File: config.mk
export PLATFORM = sky130hd
export DESIGN_NAME = uart_rx_cfg
export DESIGN_NICKNAME = d
export VERILOG_FILES = /design/src/rtl/uart_pkg.sv /design/src/rtl/uart_sync2.sv /design/src/rtl/uart_rx_cfg.sv
export SDC_FILE = /design/constraint.sdc
export NUM_CORES = 1
export LEC_CHECK = 0
export CAP_MARGIN = 20
export CORE_ASPECT_RATIO = 1.75
export CORE_MARGIN = 2
export CORE_UTILIZATION = 30
export DETAILED_ROUTE_END_ITERATION = 6
export DONT_BUFFER_PORTS = 1
export PLACE_DENSITY = 0.49
export SLEW_MARGIN = 5
export SYNTH_ARGS = -nofsm -noshare
export SYNTH_HDL_FRONTEND = slang
export SYNTH_SLANG_ARGS = --single-unit
File: constraint.sdc
create_clock -name clk -period 2 [get_ports clk]
set_input_delay 0.4 -clock clk [delete_from_list [all_inputs] [get_ports clk]]
set_output_delay 0.4 -clock clk [all_outputs]
set_load 0.1 [all_outputs]
File: src/rtl/uart_pkg.sv
// Shared UART definitions: FSM state codes, parity sense constants and the 2-of-3 voter.
// Latency: none (constants and a combinational function); backpressure: not applicable.
package uart_pkg;

  localparam logic [2:0] ST_IDLE   = 3'd0;
  localparam logic [2:0] ST_START  = 3'd1;
  localparam logic [2:0] ST_DATA   = 3'd2;
  localparam logic [2:0] ST_PARITY = 3'd3;
  localparam logic [2:0] ST_STOP   = 3'd4;

  localparam logic PAR_EVEN = 1'b0;
  localparam logic PAR_ODD  = 1'b1;

  function automatic logic maj3(input logic [2:0] s);
    return (s[0] & s[1]) | (s[0] & s[2]) | (s[1] & s[2]);
  endfunction

endpackage

File: src/rtl/uart_sync2.sv
// Two-flop synchronizer for an asynchronous input; both flops set on reset so an idle-high line reads idle.
// Latency: 2 clk; backpressure: none.
module uart_sync2 (
  input  logic clk,
  input  logic reset_n,
  input  logic d,
  output logic q
);

  logic meta;

  always_ff @(posedge clk or negedge reset_n) begin
    if (!reset_n) begin
      meta <= 1'b1;
      q    <= 1'b1;
    end else begin
      meta <= d;
      q    <= meta;
    end
  end

endmodule

File: src/rtl/uart_rx_cfg.sv
// Parametrised UART receiver: 2-FF sync, 3-sample mid-bit vote, false-start reject, parity/framing flags.
// Latency: rx_done at mid last stop bit (+2 clk sync); backpressure: none, rx_done is a 1-clk pulse.
module uart_rx_cfg
  import uart_pkg::*;
#(
  parameter int DATA_BITS  = 8,
  parameter int OVERSAMPLE = 16,
  parameter int PARITY_EN  = 0,
  parameter int PARITY_ODD = 0,
  parameter int STOP_BITS  = 1
) (
  input  logic                 clk,
  input  logic                 reset_n,
  input  logic                 b_tick,
  input  logic                 rx,
  output logic [DATA_BITS-1:0] rx_data,
  output logic                 rx_busy,
  output logic                 rx_done,
  output logic                 parity_err,
  output logic                 frame_err
);

  localparam int TW = $clog2(OVERSAMPLE);
  localparam int BW = $clog2(DATA_BITS + 1);

  localparam logic [TW-1:0] T_S1  = TW'(OVERSAMPLE / 2 - 1);
  localparam logic [TW-1:0] T_S2  = TW'(OVERSAMPLE / 2);
  localparam logic [TW-1:0] T_S3  = TW'(OVERSAMPLE / 2 + 1);
  localparam logic [TW-1:0] T_END = TW'(OVERSAMPLE - 1);
  localparam logic [BW-1:0] B_LAST = BW'(DATA_BITS - 1);
  localparam logic          S_LAST = 1'(STOP_BITS - 1);
  localparam logic          PAR_SENSE = (PARITY_ODD != 0) ? PAR_ODD : PAR_EVEN;

  logic                 rxs;
  logic [2:0]           state;
  logic [TW-1:0]        tcnt;
  logic [BW-1:0]        bcnt;
  logic                 scnt;
  logic [2:0]           samp;
  logic [DATA_BITS-1:0] sreg;
  logic                 perr_q;
  logic                 ferr_q;

  logic at_s3;
  logic at_end;
  logic vote_mid;
  logic vote_full;

  uart_sync2 u_sync (
    .clk     (clk),
    .reset_n (reset_n),
    .d       (rx),
    .q       (rxs)
  );

  assign at_s3  = b_tick && (tcnt == T_S3);
  assign at_end = b_tick && (tcnt == T_END);
  // At sample 3 the third vote is the live rxs, so the decision does not wait a cycle.
  assign vote_mid  = maj3({rxs, samp[1:0]});
  assign vote_full = maj3(samp);

  always_ff @(posedge clk or negedge reset_n) begin
    if (!reset_n) begin
      samp <= 3'b000;
    end else if (b_tick && (state != ST_IDLE)) begin
      if (tcnt == T_S1) samp[0] <= rxs;
      if (tcnt == T_S2) samp[1] <= rxs;
      if (tcnt == T_S3) samp[2] <= rxs;
    end
  end

  always_ff @(posedge clk or negedge reset_n) begin
    if (!reset_n) begin
      state      <= ST_IDLE;
      tcnt       <= '0;
      bcnt       <= '0;
      scnt       <= 1'b0;
      sreg       <= '0;
      perr_q     <= 1'b0;
      ferr_q     <= 1'b0;
      rx_data    <= '0;
      rx_busy    <= 1'b0;
      rx_done    <= 1'b0;
      parity_err <= 1'b0;
      frame_err  <= 1'b0;
    end else begin
      rx_done <= 1'b0;
      if (b_tick && (state != ST_IDLE)) tcnt <= tcnt + 1'b1;

      case (state)
        ST_IDLE: begin
          if (!rxs) begin
            state   <= ST_START;
            tcnt    <= '0;
            bcnt    <= '0;
            scnt    <= 1'b0;
            ferr_q  <= 1'b0;
            rx_busy <= 1'b1;
          end
        end

        ST_START: begin
          if (at_s3 && vote_mid) begin
            state   <= ST_IDLE;
            rx_busy <= 1'b0;
          end else if (at_end) begin
            state <= ST_DATA;
            tcnt  <= '0;
          end
        end

        ST_DATA: begin
          if (at_end) begin
            sreg <= {vote_full, sreg[DATA_BITS-1:1]};
            tcnt <= '0;
            bcnt <= bcnt + 1'b1;
            if (bcnt == B_LAST) state <= (PARITY_EN != 0) ? ST_PARITY : ST_STOP;
          end
        end

        ST_PARITY: begin
          if (at_end) begin
            perr_q <= (^sreg) ^ vote_full ^ PAR_SENSE;
            tcnt   <= '0;
            state  <= ST_STOP;
          end
        end

        ST_STOP: begin
          if (at_s3) begin
            if (scnt == S_LAST) begin
              // Leave mid-bit so a start edge right after the stop bit is still caught.
              state      <= ST_IDLE;
              rx_busy    <= 1'b0;
              rx_done    <= 1'b1;
              rx_data    <= sreg;
              parity_err <= (PARITY_EN != 0) && perr_q;
              frame_err  <= ferr_q | ~vote_mid;
            end else begin
              ferr_q <= ferr_q | ~vote_mid;
            end
          end else if (at_end) begin
            scnt <= 1'b1;
            tcnt <= '0;
          end
        end

        default: begin
          state   <= ST_IDLE;
          rx_busy <= 1'b0;
        end
      endcase
    end
  end

  a_done_not_busy: assert property (@(posedge clk) disable iff (!reset_n) rx_done |-> !rx_busy);
  a_done_one_clk:  assert property (@(posedge clk) disable iff (!reset_n) rx_done |=> !rx_done);

endmodule

==> results.py <==
metrics = {
    "outcome": {
        "outcome": "completed",
    },
    "floorplanning": {
        "die_y_um": 104,
        "coreArea_mm2": 0.00554,
        "die-area_mm2": 0.00639,
        "pin_count": 16,
        "rows": 36,
        "start_util": 0.311,
        "die_width_um": 61.3,
    },
    "setup_path": {
        "r2r_end": "sreg[1]$_DFFE_PN0P_",
        "arrival_ns": 2.02,
        "worst-r2r-cell-count": 5,
        "path_class": "flip-flop to flip-flop",
        "regToRegStartpoint": "tcnt[0]$_DFF_PN0_",
        "crit_path_start_kind": "flip-flop",
        "cp.required_ns": 2.17,
        "crit_fanout": 9,
        "endpoint_kind": "flip-flop",
        "r2r_setup_slack_ns": 0.15,
    },
    "sta": {
        "fmax_ghz": 0.540,
        "drv_slew": 0,
        "finalSetupViolCount": 0,
        "min_period_ns": 1.85,
        "finalHoldViolations": 0,
        "grt_setup_unrepaired": "false",
        "skew_ns": 0.00839,
        "tightestPinTransition_ns": 0.894,
        "fin_crit_sh": 0.926,
        "relSlewSlack": 0.404,
        "tns_ns": 0,
    },
    "place": {
        "port_buffers": 0,
        "gp_congestion": 0.806,
        "dp_hpwl_um": 2320,
        "placed_area_mm2": 0.00183,
        "dp_cells": 222,
    },
    "layout": {
        "final_layout_size_suffix_gt1_frac": 0.288,
        "area_delta_synth_final_pct": 13.7,
        "layout.cells.non_filler": 232,
        "design_area_mm2": 0.00196,
        "diodes": 0,
        "fin_nets": 163,
    },
    "routing": {
        "dr.first_iter.drc_count": 37,
        "antenna_left": 0,
        "drc": 0,
        "drt_first_pass_iters": 4,
        "via_per_inst": 4.91,
        "wl_per_cell_um": 13.7,
        "finalWirelength_um": 3190,
        "route.vias.total": 1139,
    },
    "logic_synthesis": {
        "syn_avg_cell_area_um2": 11.9,
        "syn_inst": 145,
        "yosys.cell_types.count": 40,
        "synth_warnings": 0,
        "synth_nets": 153,
        "synth_area_mm2": 0.00172,
        "synth.ff_latch_count": 37,
        "ys_seq_area_frac": 0.538,
    },
    "global_route": {
        "overflow": 0,
        "grt_pass1_wl_um": 5440,
        "grt_pass1_vias": 1177,
        "track_usage": 0.114,
        "antenna_found_initial": 0,
        "grt_max_degree": 38,
    },
    "clock_tree": {
        "clk_latency_ns": 0.29,
        "cts_inserted_buffers": 5,
        "clock_path_buffers": 2,
        "clockRootBuffer": "clkbuf_8",
        "clkTransAtPathRegs_ns": 0.08,
        "cts.sinks": 37,
        "cts_tree": "done",
        "cts-htree-levels": 2,
    },
    "run": {
        "maxCapViolations": 0,
    },
    "min_path": {
        "hold_path.startpoint": "rx",
        "hold_path_end": "u_sync.meta$_DFF_PN1_",
        "hold-path-cell-count": 0,
        "hold_class": "input pin to flip-flop",
    },
    "power_and_ir_drop": {
        "irDropWorstVdd_mv": 0.311,
        "power_density_mw_per_mm2": 1060,
        "p_leak_uw": 0.000913,
    },
}
-- logic make-up (layout without fill, tap and decap cells) --
group	count (synthesis)	count (layout)	share of synthesized area
compound gates	29	29	0.122
xor+xnor	2	2	0.0102
fa+ha+maj	6	6	0.0414
buf+inv	10	21	0.0261
flops	37	37	0.538
mux	20	20	0.131
other cells	1	1	0.00217
simple gates	40	40	0.129
-- worst max-delay path, stage by stage (launching register included) --
cell     delay (ns)
dfrtp_1        0.43
ha_1           0.20
nand4_1        0.33
nor2_2         0.30
nand2_2        0.18
mux2_2         0.30
-- synth_stat cells (all sizes together) --
library cell	n	area, um2
xor2	2	17.5
or2	3	21.3
mux2	20	225
inv	6	22.5
ha	4	50.1
or3	1	6.26
o31ai	3	22.5
dfstp	2	52.6
o211ai	1	7.51
nor2	14	71.3
nand4	2	12.5
nand2	12	47.6
nand3	2	22.5
nand2b	1	6.26
maj3	2	21.3
a211o	1	8.76
a21oi	2	10.0
a311oi	1	8.76
a22o	5	43.8
a2111oi	2	23.8
o31a	3	26.3
conb	1	3.75
or4	1	7.51
o21ai	9	45.0
dfrtp	35	876
a31oi	1	6.26
nor2b	1	6.26
buf	4	22.5
and4b	1	11.3
nor3	2	10.0
o21a	1	7.51
-- state kept, by name, indices dropped and copies added (netlist names) --
name	cells
frame_err	1
state	3
u_sync.q	1
ferr_q	1
rx_busy	1
samp	3
rx_done	1
sreg	8
bcnt	4
u_sync.meta	1
rx_data	8
tcnt	4
scnt	1
-- cells in the final DEF, fill, tap and decap left out, drive strengths merged, types with 2 or more instances in the layout --
cell type | synthesis | layout
o31ai | 3 | 3
nand3 | 2 | 2
clkinv | 0 | 2
buf | 4 | 6
a2111oi | 2 | 2
a21oi | 2 | 2
clkbuf | 0 | 6
a22o | 5 | 5
mux2 | 20 | 20
o31a | 3 | 3
ha | 4 | 4
nor3 | 2 | 2
xor2 | 2 | 2
dfrtp | 35 | 35
nand2 | 12 | 12
o21ai | 9 | 9
nor2 | 14 | 14
or2 | 3 | 3
inv | 6 | 6
maj3 | 2 | 2
nand4 | 2 | 2
dfstp | 2 | 2
-- metal layers --
layer | part of all wire | global-route usage | wire (um)
met5 | 0 | 0 | 0
met4 | 0.024 | 0.0606 | 76
met3 | 0.037 | 0.0299 | 117
met2 | 0.55 | 0.193 | 1750
met1 | 0.39 | 0.120 | 1250
-- how the worst max path moves through the flow --
stage / startpoint / endpoint / slack, ns / cells after the start
final: tcnt[0]$_DFF_PN0_ / sreg[1]$_DFFE_PN0P_ / 0.15 / 5
after global routing: tcnt[0]$_DFF_PN0_ / sreg[3]$_DFFE_PN0P_ / 0.01 / 5
after CTS: tcnt[0]$_DFF_PN0_ / sreg[1]$_DFFE_PN0P_ / 0.14 / 5
after detailed placement: tcnt[0]$_DFF_PN0_ / sreg[6]$_DFFE_PN0P_ / 0.17 / 5
after global placement: tcnt[0]$_DFF_PN0_ / sreg[7]$_DFFE_PN0P_ / 0.23 / 5
after floorplan: tcnt[1]$_DFF_PN0_ / rx_data[0]$_DFFE_PN0P_ / 0.39 / 6
-- through the flow --
step / setup slack, ns / util / hold slack, ns / power [uW]
2_1_floorplan: 0.391 / - / 0.104 / 1400
4_1_cts: 0.142 / 0.354 / 0.0900 / 2110
3_5_place_dp: 0.167 / 0.331 / 0.106 / 1530
6_report: 0.147 / 0.354 / 0.101 / 2080
5_1_grt: 0.0103 / 0.354 / 0.0823 / 2230
3_3_place_gp: 0.229 / 0.331 / 0.105 / 1510
-- power by group --
part,switching [uW],internal (uW)
combinational,340,211
sequential,125,863
clock,264,279
-- repair_timing --
item,4_1_cts,5_1_grt
gates resized for setup,0,0
hold buffers,2,0
endpoints found under the setup margin,0,4
endpoints found under the hold margin,37,0
setup buffers,0,0
-- layout make-up --
class / count / area [um2]
fillers: 577 / 3580
repair buffers: 7 / 67.6
clock buffers: 6 / 82.6
well taps: 76 / 95.1
flip-flops and latches: 37 / 928
multi-input cells: 98 / 751
clock inverters: 2 / 13.8
inverters: 6 / 22.5
Power figures use the tool's default switching activity.
